$ cat src/rtl/boreal_ledger_arb.sv
// Round-robin arbiter for the single BOREAL ledger append port.
// Assigns ledger indices, mirrors the ledger index and halts on exhaustion or divergence.
module boreal_ledger_arb #(
  parameter int          N_REQ   = 4,
  parameter int          DATA_W  = 64,
  parameter logic [31:0] MAX_IDX = 32'hFFFF_FFFF
) (
  input  logic                      clk,
  input  logic                      rst_n,
  input  logic [N_REQ-1:0]          req_valid,
  input  logic [N_REQ*DATA_W-1:0]   req_data,
  output logic [N_REQ-1:0]          req_ready,
  input  logic                      pause,
  output logic                      led_wr_en,
  output logic [DATA_W-1:0]         led_wr_data,
  input  logic [31:0]               led_idx,
  output logic                      cmp_valid,
  output logic [2:0]                cmp_src,
  output logic [31:0]               cmp_idx,
  output logic                      full,
  output logic                      err
);

  localparam int PTR_W = (N_REQ > 1) ? $clog2(N_REQ) : 1;

  typedef enum logic [1:0] {S_SYNC, S_RUN, S_FULL, S_ERROR} state_t;

  state_t             state_q, state_d;
  logic [PTR_W-1:0]   rr_q, rr_d;
  logic [31:0]        shadow_q, shadow_d;
  logic               wr_en_q;
  logic [DATA_W-1:0]  wr_data_q;
  logic [2:0]         src_q;
  logic [31:0]        idx_q;

  logic               gnt_found;
  logic [PTR_W-1:0]   gnt_id;
  logic [PTR_W-1:0]   scan;
  logic               hs;
  logic [32:0]        led_view;
  logic               mismatch;

  // Stage 0: rotating priority scan starting at the round-robin pointer
  always_comb begin
    gnt_found = 1'b0;
    gnt_id    = '0;
    scan      = '0;
    for (int k = 0; k < N_REQ; k++) begin
      scan = PTR_W'((int'(rr_q) + k) % N_REQ);
      if (!gnt_found && req_valid[scan]) begin
        gnt_found = 1'b1;
        gnt_id    = scan;
      end
    end
  end

  assign hs = (state_q == S_RUN) && !pause && gnt_found;

  // The ledger only counts a write one edge after the strobe, so a pending write is added back in.
  assign led_view = {1'b0, led_idx} + {32'b0, wr_en_q};
  assign mismatch = (led_view != {1'b0, shadow_q});

  always_comb begin
    state_d   = state_q;
    shadow_d  = shadow_q;
    rr_d      = rr_q;
    req_ready = '0;
    unique case (state_q)
      S_SYNC: begin
        shadow_d = led_idx;
        state_d  = (led_idx == MAX_IDX) ? S_FULL : S_RUN;
      end
      S_RUN: begin
        if (hs) begin
          req_ready[gnt_id] = 1'b1;
          shadow_d          = shadow_q + 32'd1;
          rr_d              = (gnt_id == PTR_W'(N_REQ - 1)) ? '0 : gnt_id + 1'b1;
        end
        if (mismatch) begin
          state_d = S_ERROR;
        end else if (hs && (shadow_d == MAX_IDX)) begin
          state_d = S_FULL;
        end
      end
      S_FULL: begin
        if (mismatch) state_d = S_ERROR;
      end
      S_ERROR: begin
        state_d = S_ERROR;
      end
      default: state_d = S_SYNC;
    endcase
  end

  // Stage 1: registered ledger write and completion
  always_ff @(posedge clk or negedge rst_n) begin
    if (!rst_n) begin
      state_q   <= S_SYNC;
      rr_q      <= '0;
      shadow_q  <= '0;
      wr_en_q   <= 1'b0;
      wr_data_q <= '0;
      src_q     <= '0;
      idx_q     <= '0;
    end else begin
      state_q  <= state_d;
      rr_q     <= rr_d;
      shadow_q <= shadow_d;
      wr_en_q  <= hs;
      if (hs) begin
        wr_data_q <= req_data[gnt_id*DATA_W +: DATA_W];
        src_q     <= 3'(gnt_id);
        idx_q     <= shadow_q;
      end
    end
  end

  assign led_wr_en   = wr_en_q;
  assign led_wr_data = wr_data_q;
  assign cmp_valid   = wr_en_q;
  assign cmp_src     = src_q;
  assign cmp_idx     = idx_q;
  assign full        = (state_q == S_FULL);
  assign err         = (state_q == S_ERROR);

endmodule

$ cat config.mk
export PLATFORM = sky130hd
export DESIGN_NAME = boreal_ledger_arb
export DESIGN_NICKNAME = d
export VERILOG_FILES = /design/src/rtl/boreal_ledger_arb.sv
export SDC_FILE = /design/constraint.sdc
export NUM_CORES = 1
export LEC_CHECK = 0
export CAP_MARGIN = 0
export CORE_MARGIN = 4
export CORE_UTILIZATION = 40
export DETAILED_ROUTE_END_ITERATION = 8
export PLACE_DENSITY = 0.76
export SLEW_MARGIN = 20
export SYNTH_ARGS = -nofsm -noshare
export SYNTH_HDL_FRONTEND = slang
export SYNTH_SLANG_ARGS = --single-unit
$ cat constraint.sdc
create_clock -name clk -period 3.5 [get_ports clk]
set_input_delay 0.7 -clock clk [delete_from_list [all_inputs] [get_ports clk]]
set_output_delay 0.7 -clock clk [all_outputs]
set_load 0.005 [all_outputs]
---- After elaboration in Yosys (flattened, before gate mapping) ----
Cells that the tools add are included.
cells by class
  $add $sub $neg .......................... 6
  $lt $le $gt $ge ......................... 6
  equality and inequality tests ........... 9
  shifts and indexed selects .............. 1
  mux-type cells .......................... 29
  reduce and logical (&&, ||, !) cells .... 15
operators by type and width
  cell                                                                count
  indexed part select 256 x 9 -> 64 bit                               1
  equality test 32 bit (second input constant)                        2
  2-to-1 mux 32 bit                                                   2
  one-hot mux 32 bit (2 select lines)                                 1
  adder 32 x 1 -> 33 bit                                              1
  inequality test 33 x 32 -> 1 bit                                    1
  adder 32 x 1 -> 32 bit (second input constant)                      1
  2-to-1 mux 2 bit                                                    9
  < comparator 2 x 3 -> 1 bit (second input constant)                 5
  2-to-1 mux 1 bit                                                    9
  binary-select mux 1 bit (select 2 bit)                              4
  2-to-1 mux 4 bit                                                    2
  one-hot mux 2 bit (4 select lines)                                  1
  logical AND 1 bit                                                   7
  equality test 2 bit (second input constant)                         3
  adder 2 x 1 -> 2 bit (second input constant)                        2
  adder 2 bit (second input constant)                                 2
  logical NOT 1 bit                                                   4
  AND reduction 2 bit                                                 2
  inequality test 3 x 2 -> 1 bit (second input constant)              1
  demux 1 bit (select 2 bit)                                          1
  equality test 2 x 1 -> 1 bit (second input constant)                1
  greater-or-equal comparator 2 x 1 -> 1 bit (second input constant)  1
  logical NOT 2 bit                                                   1
  2 further kinds                                                     2
word-level totals
  register bits ........................... 135
  input bits .............................. 295
  logic and storage cells ................. 73

---- Depth between registers and ports, before layout ----
Gate-level depths: netlist of the first run.
  word-level depth ........................ 20
  mapped depth ............................ 11
  depth with buffers taken out ............ 10

---- Least setup slack after synthesis of the first run ----
OpenSTA, ideal clock, no wires.
  path type ............................... input port to flip-flop
  start ................................... in led_idx[0]
  end ..................................... reg state_q[1]
  arrival ................................. 3004 ps
  required time ........................... 3352 ps
  slack ................................... 348 ps
  stages .................................. 10
  path buffers ............................ 0
  cells stage by stage .................... ha_1 -> ha_1 -> nand4_1 -> nor4_1 -> and2_1 -> mux2i_1 -> a21oi_1 -> or4_1 -> nor3_1 -> a41oi_1
on the way
  longest elaborated chain between the ends .. 4
  elaborated cells between the ends (all ways) .. 9
ends and longest elaborated chain
  what                                                                              RTL line  text
  start: declaration                                                                16        input logic [31:0] led_idx,
  adder 32 x 1 -> 33 bit                                                            60        assign led_view = {1'b0, led_idx} + {32'b0, wr_en_q};
  inequality test 33 x 32 -> 1 bit                                                  61        assign mismatch = (led_view != {1'b0, shadow_q});
  2-to-1 mux 2 bit (tied with other cells)                                          79        if (mismatch) begin
  one-hot mux 2 bit (4 select lines) / AND reduction 2 bit (equally long branches)  n/a
  end signal: assignment                                                            106       state_q <= state_d;
  end: declaration                                                                  28        state_t state_q, state_d;
Parallel ways exist; a longest one is shown, timed or not.
A chain may end at the register's enable or synchronous reset.

---- Worst setup path after layout of the first run ----
  start ................................... in req_valid[2]
  end ..................................... out req_ready[0]
on the way
  longest elaborated chain between the ends .. 18
  elaborated cells between the ends (all ways) .. 30
ends and longest elaborated chain
  what                                                                                                                    RTL line  text
  start: declaration                                                                                                      10        input logic [N_REQ-1:0] req_valid,
  binary-select mux 1 bit (select 2 bit)                                                                                  50        if (!gnt_found && req_valid[scan]) begin
  2-to-1 mux 1 bit (not written as such)                                                                                  50
  2-to-1 mux 1 bit                                                                                                        50
  logical NOT 1 bit                                                                                                       50
  logical AND 1 bit                                                                                                       50
  2-to-1 mux 1 bit                                                                                                        50
  logical NOT 1 bit                                                                                                       50
  logical AND 1 bit                                                                                                       50
  (+2 left out)                                                                                                           n/a
  logical AND 1 bit                                                                                                       50
  2-to-1 mux 2 bit                                                                                                        50
  < comparator 2 x 3 -> 1 bit (not written as such) / greater-or-equal comparator 2 x 1 -> 1 bit (equally long branches)  75        req_ready[gnt_id] = 1'b1;
  logical AND 1 bit (not written as such)                                                                                 75
  2-to-1 mux 1 bit (not written as such)                                                                                  75
  demux 1 bit (select 2 bit)                                                                                              75
  2-to-1 mux 4 bit (*)                                                                                                    74        if (hs) begin
  2-to-1 mux 4 bit (*)                                                                                                    68        unique case (state_q)
  end: declaration                                                                                                        12        output logic [N_REQ-1:0] req_ready,
Every way passes the cells marked *; elsewhere a longest branch is shown, timed or not. The select of a mux whose other input is x is not followed.

==> results of run 1 <==
==> cell usage after synthesis (all sizes together), types with 5 or more instances <==
| master | n |
|---|---|
| nand2 | 501 |
| o21ai | 149 |
| dfrtp | 135 |
| nand3 | 100 |
| clkbuf | 89 |
| xnor2 | 51 |
| a21oi | 40 |
| o22ai | 33 |
| nand4 | 23 |
| nor2 | 22 |
| buf | 21 |
| nor4 | 21 |
| xor2 | 21 |
| nor3 | 20 |
| inv | 15 |
| ha | 8 |
| and3 | 7 |
| nand2b | 6 |
| mux2i | 5 |
| nor4b | 5 |
| or3 | 5 |
| or4 | 5 |
==> routing by layer <==
metal / part of all wire (%) / up-vias
met2: 49 / 504
met5: 0.19 / -
met3: 9.4 / 97
met4: 3.6 / 10
met1: 38 / 5141
li1: - / 5295
==> per-stage QoR <==
step	cells	utilization (%)	setup TNS (ns)	area [µm²]	power (W)
after floorplan	1338	-	0	9330	0.00213
after detailed placement	2017	61.1	-0.616	13900	0.00283
after global routing	2057	64.2	-0.0178	14600	0.00506
after global placement	2017	61.1	-0.517	13900	0.00282
after CTS	2049	64.0	0	14600	0.00488
final	2059	64.2	0	14600	0.00486
==> power breakdown <==
| part | switching, W | total (W) | leakage, nW | internal, W |
|---|---|---|---|---|
| clock network | 0.000752 | 0.00205 | 0.307 | 0.00129 |
| registers | 0.0000396 | 0.00167 | 1.81 | 0.00163 |
| logic | 0.000539 | 0.00114 | 4.08 | 0.000604 |
==> logic make-up (layout without fill, tap and decap cells) <==
family / count (synthesis) / after routing / share of synthesized area, %
flops: 135 / 135 / 36.2
compound gates: 250 / 250 / 14.8
mux: 5 / 5 / 0.536
simple gates: 740 / 740 / 35.1
other cells: 1 / 10 / 0.0402
xor+xnor: 72 / 72 / 6.76
fa+ha+maj: 9 / 9 / 1.18
buf+inv: 126 / 525 / 5.40
==> sequential cells by signal, summed over array words and instances (netlist names) <==
name	count
cmp_idx	32
cmp_src	2
cmp_valid	1
led_wr_data	64
rr_q	2
shadow_q	32
state_q	2
==> final cells by class <==
cell class | instances | area share, %
antenna | 9 | 0.154
clock inverter | 13 | 1.47
timing repair buffer | 477 | 31.6
sequential | 135 | 23.1
clock buffer | 19 | 3.03
multi-input combinational | 1077 | 37.6
inverter | 16 | 0.428
tap | 313 | 2.68
==> how the worst max path moves through the flow <==
stage	start	end	slack [ns]	cells past startpoint
floorplan	led_idx[0]	state_q[1]$_DFFE_PN0P_	0.35	10
global placement	led_idx[0]	state_q[1]$_DFFE_PN0P_	-0.29	12
detailed placement	led_idx[0]	state_q[1]$_DFFE_PN0P_	-0.35	12
CTS	req_valid[0]	req_ready[0]	0.05	8
global route	led_idx[0]	state_q[1]$_DFFE_PN0P_	-0.02	13
finish	req_valid[2]	req_ready[0]	0.10	8
==> worst reg2reg max path: stages (launching register included) <==
cell     delay (ns)
dfrtp_1        0.43
ha_1           0.22
ha_1           0.17
nand4_1        0.11
buf_4          0.18
nor4_2         0.25
buf_4          0.16
nand3_1        0.10
xnor2_1        0.19
nand4_1        0.14
or4_4          0.57
nor3_2         0.22
a41oi_1        0.14
==> repair_timing <==
item | CTS | global route
hold buffers | 0 | 0
setup buffers | 0 | 1
setup endpoints to repair | 0 | 6
resized for setup | 0 | 6
==> results.py, run 1 <==
metrics = {
    "sta": {
        "post-route-min-period_ns": 3.40,
        "timing.slew.headroom_pct": 28.0,
        "timing.clock.skew_ns": 0.0137,
        "final.period_utilization_pct": 97.1,
        "timing.final.ws_setup_ns": 0.103,
        "timing.final.setup_violations": 0,
        "timing_worst_slew_pin_value_ns": 1.07,
        "fmax_mhz": 294,
        "fin_hold_ws_ns": 0.179,
        "timing_hold_violations_final": 0,
        "number_of_pins_exceeding_their_max_slew_limit_in_the_final_report": 0,
    },
    "floorplanning": {
        "number_of_placement_rows": 55,
        "floorplan.initialDensity_pct": 41.0,
        "floorplan.io_pins": 402,
        "die_h_um": 161,
        "floorplan.die_area_um2": 25800,
        "die_width_um": 161,
        "core_region_area_um2": 22800,
    },
    "global_routing": {
        "grt_first_pass_wirelength_um": 60300,
        "grt_pass1_vias": 10700,
        "globalRoute.busiestLayer": "met2",
        "overflow": 0,
        "antenna_found_initial": 12,
        "use_met3_pct": 9.75,
        "pin_count_of_the_biggest_net_entering_global_routing": 130,
        "grtUsageTotal_pct": 29.7,
        "grt_util_met2_pct": 49.3,
        "grt_use_met1_pct": 35.6,
    },
    "worst_setup_path": {
        "cp_top_family": "buffers and inverters",
        "cp-start-kind": "input pin",
        "timing.reg2reg.worst_path_depth": 12,
        "timing.critical_path.mode_cell": "clkdlybuf4s50_1",
        "cp-end-kind": "output port",
        "timing.critical_path.slowest_cell_delay_ns": 0.48,
        "timing.setup.critical_path_class": "input pin to output port",
        "crit-reg2reg-capture": "state_q[1]$_DFFE_PN0P_",
        "worstPathMaxFanout": 5,
        "crit_arrival_ns": 2.70,
        "setup_slack_on_the_worst_flop_to_flop_path_ns": 0.46,
        "timing.critical_path.buf_inv": 3,
        "worstPathRequired_ns": 2.80,
        "timing.critical_path.slowest_stage_cell": "clkdlybuf4s50_1",
        "critical_path.reg2reg.startpoint": "cmp_valid$_DFF_PN0_",
        "crit_path_cell_trace": "clkdlybuf4s50_1 > mux2i_1 > nor2_1 > nor3_4 > inv_1 > ha_1 > and3_1 > clkdlybuf4s50_1",
    },
    "pwr": {
        "vdd_ir_drop_max_uv": 233,
        "cellLeakagePower_nw": 6.19,
        "powerDensity_nw_per_um2": 332,
    },
    "logic_synthesis": {
        "netlist_area_before_placement_um2": 9330,
        "share_of_yosys_cell_area_claimed_by_the_top_area_cell_type_pct": 36.2,
        "seq_area_frac_synth_pct": 36.2,
        "synth_cell_types": 63,
        "syn-instance-count": 1338,
        "synthDominantAreaCellType": "dfrtp_1",
        "synth_area_per_cell_um2": 6.97,
        "synth_ff_type": "dfrtp_1",
        "mappedNetlistNets": 1641,
        "synth-seq-cells": 135,
        "ys_top_cells_by_area": "dfrtp_1 36%, nand2_1 20%, o21ai_0 8.0%",
        "synth.yosys.warnings": 0,
        "synth-async-reset-ratio_pct": 100,
        "synth-edff-count": 0,
    },
    "layout": {
        "layout.area.seq_um2": 3380,
        "multi_input_comb_area_um2": 5500,
        "num-fill-cells": 2071,
        "final_common_cell": "nand2_1",
        "ratio_of_cells_with_drive_above_1_in_the_final_layout_pct": 7.20,
        "final_cell_mix": "500 x nand2_1, 398 x clkdlybuf4s50_1, 149 x o21ai_0",
        "num-nets-final": 2027,
        "area_growth_pct": 56.8,
    },
    "detailed_routing": {
        "post_drt_via_cell_ratio": 5.37,
        "drc_marker_count_from_the_first_detailed_route_iteration": 748,
        "pre_repair_dr_iteration_count": 5,
        "vias": 11000,
        "drt-wirelength-per-cell_um": 19.5,
        "post-route-drc-count": 0,
        "antenna_violating_nets_post_route": 0,
        "routed_wirelength_um": 40100,
    },
    "clock_network": {
        "cts_buffer_depth": 2,
        "cts.reportedPaths.clkPinSlew_ns": 0.07,
        "total_clock_sinks": 135,
        "htree_num_levels": 4,
        "clock_buffer_count_from_cts": 17,
        "clock_latency_ns": 0.42,
        "tritoncts": "built",
        "ctsRootBufferMaster": "clkbuf_16",
    },
    "placement": {
        "place_hpwl_um": 30300,
        "gp_congestion": 0.952,
        "dpl_worst_slack_ns": -0.348,
        "quantity_of_i_o_buffers_inserted_on_ports": 400,
    },
    "run_status": {
        "status": "finished clean",
    },
    "flow_run": {
        "cap_viol_max_count": 0,
    },
    "worst_hold_path": {
        "min_path_type": "input pin to async pin",
    },
}
No activity file was read; power rests on OpenSTA's default activity.
==> run 2: changes to the inputs <==
Settings changed: CTS_CLUSTER_SIZE from default to 40.
==> results of run 2 <==
No change in the layout: final DEF, timing and power equal those of run 1.
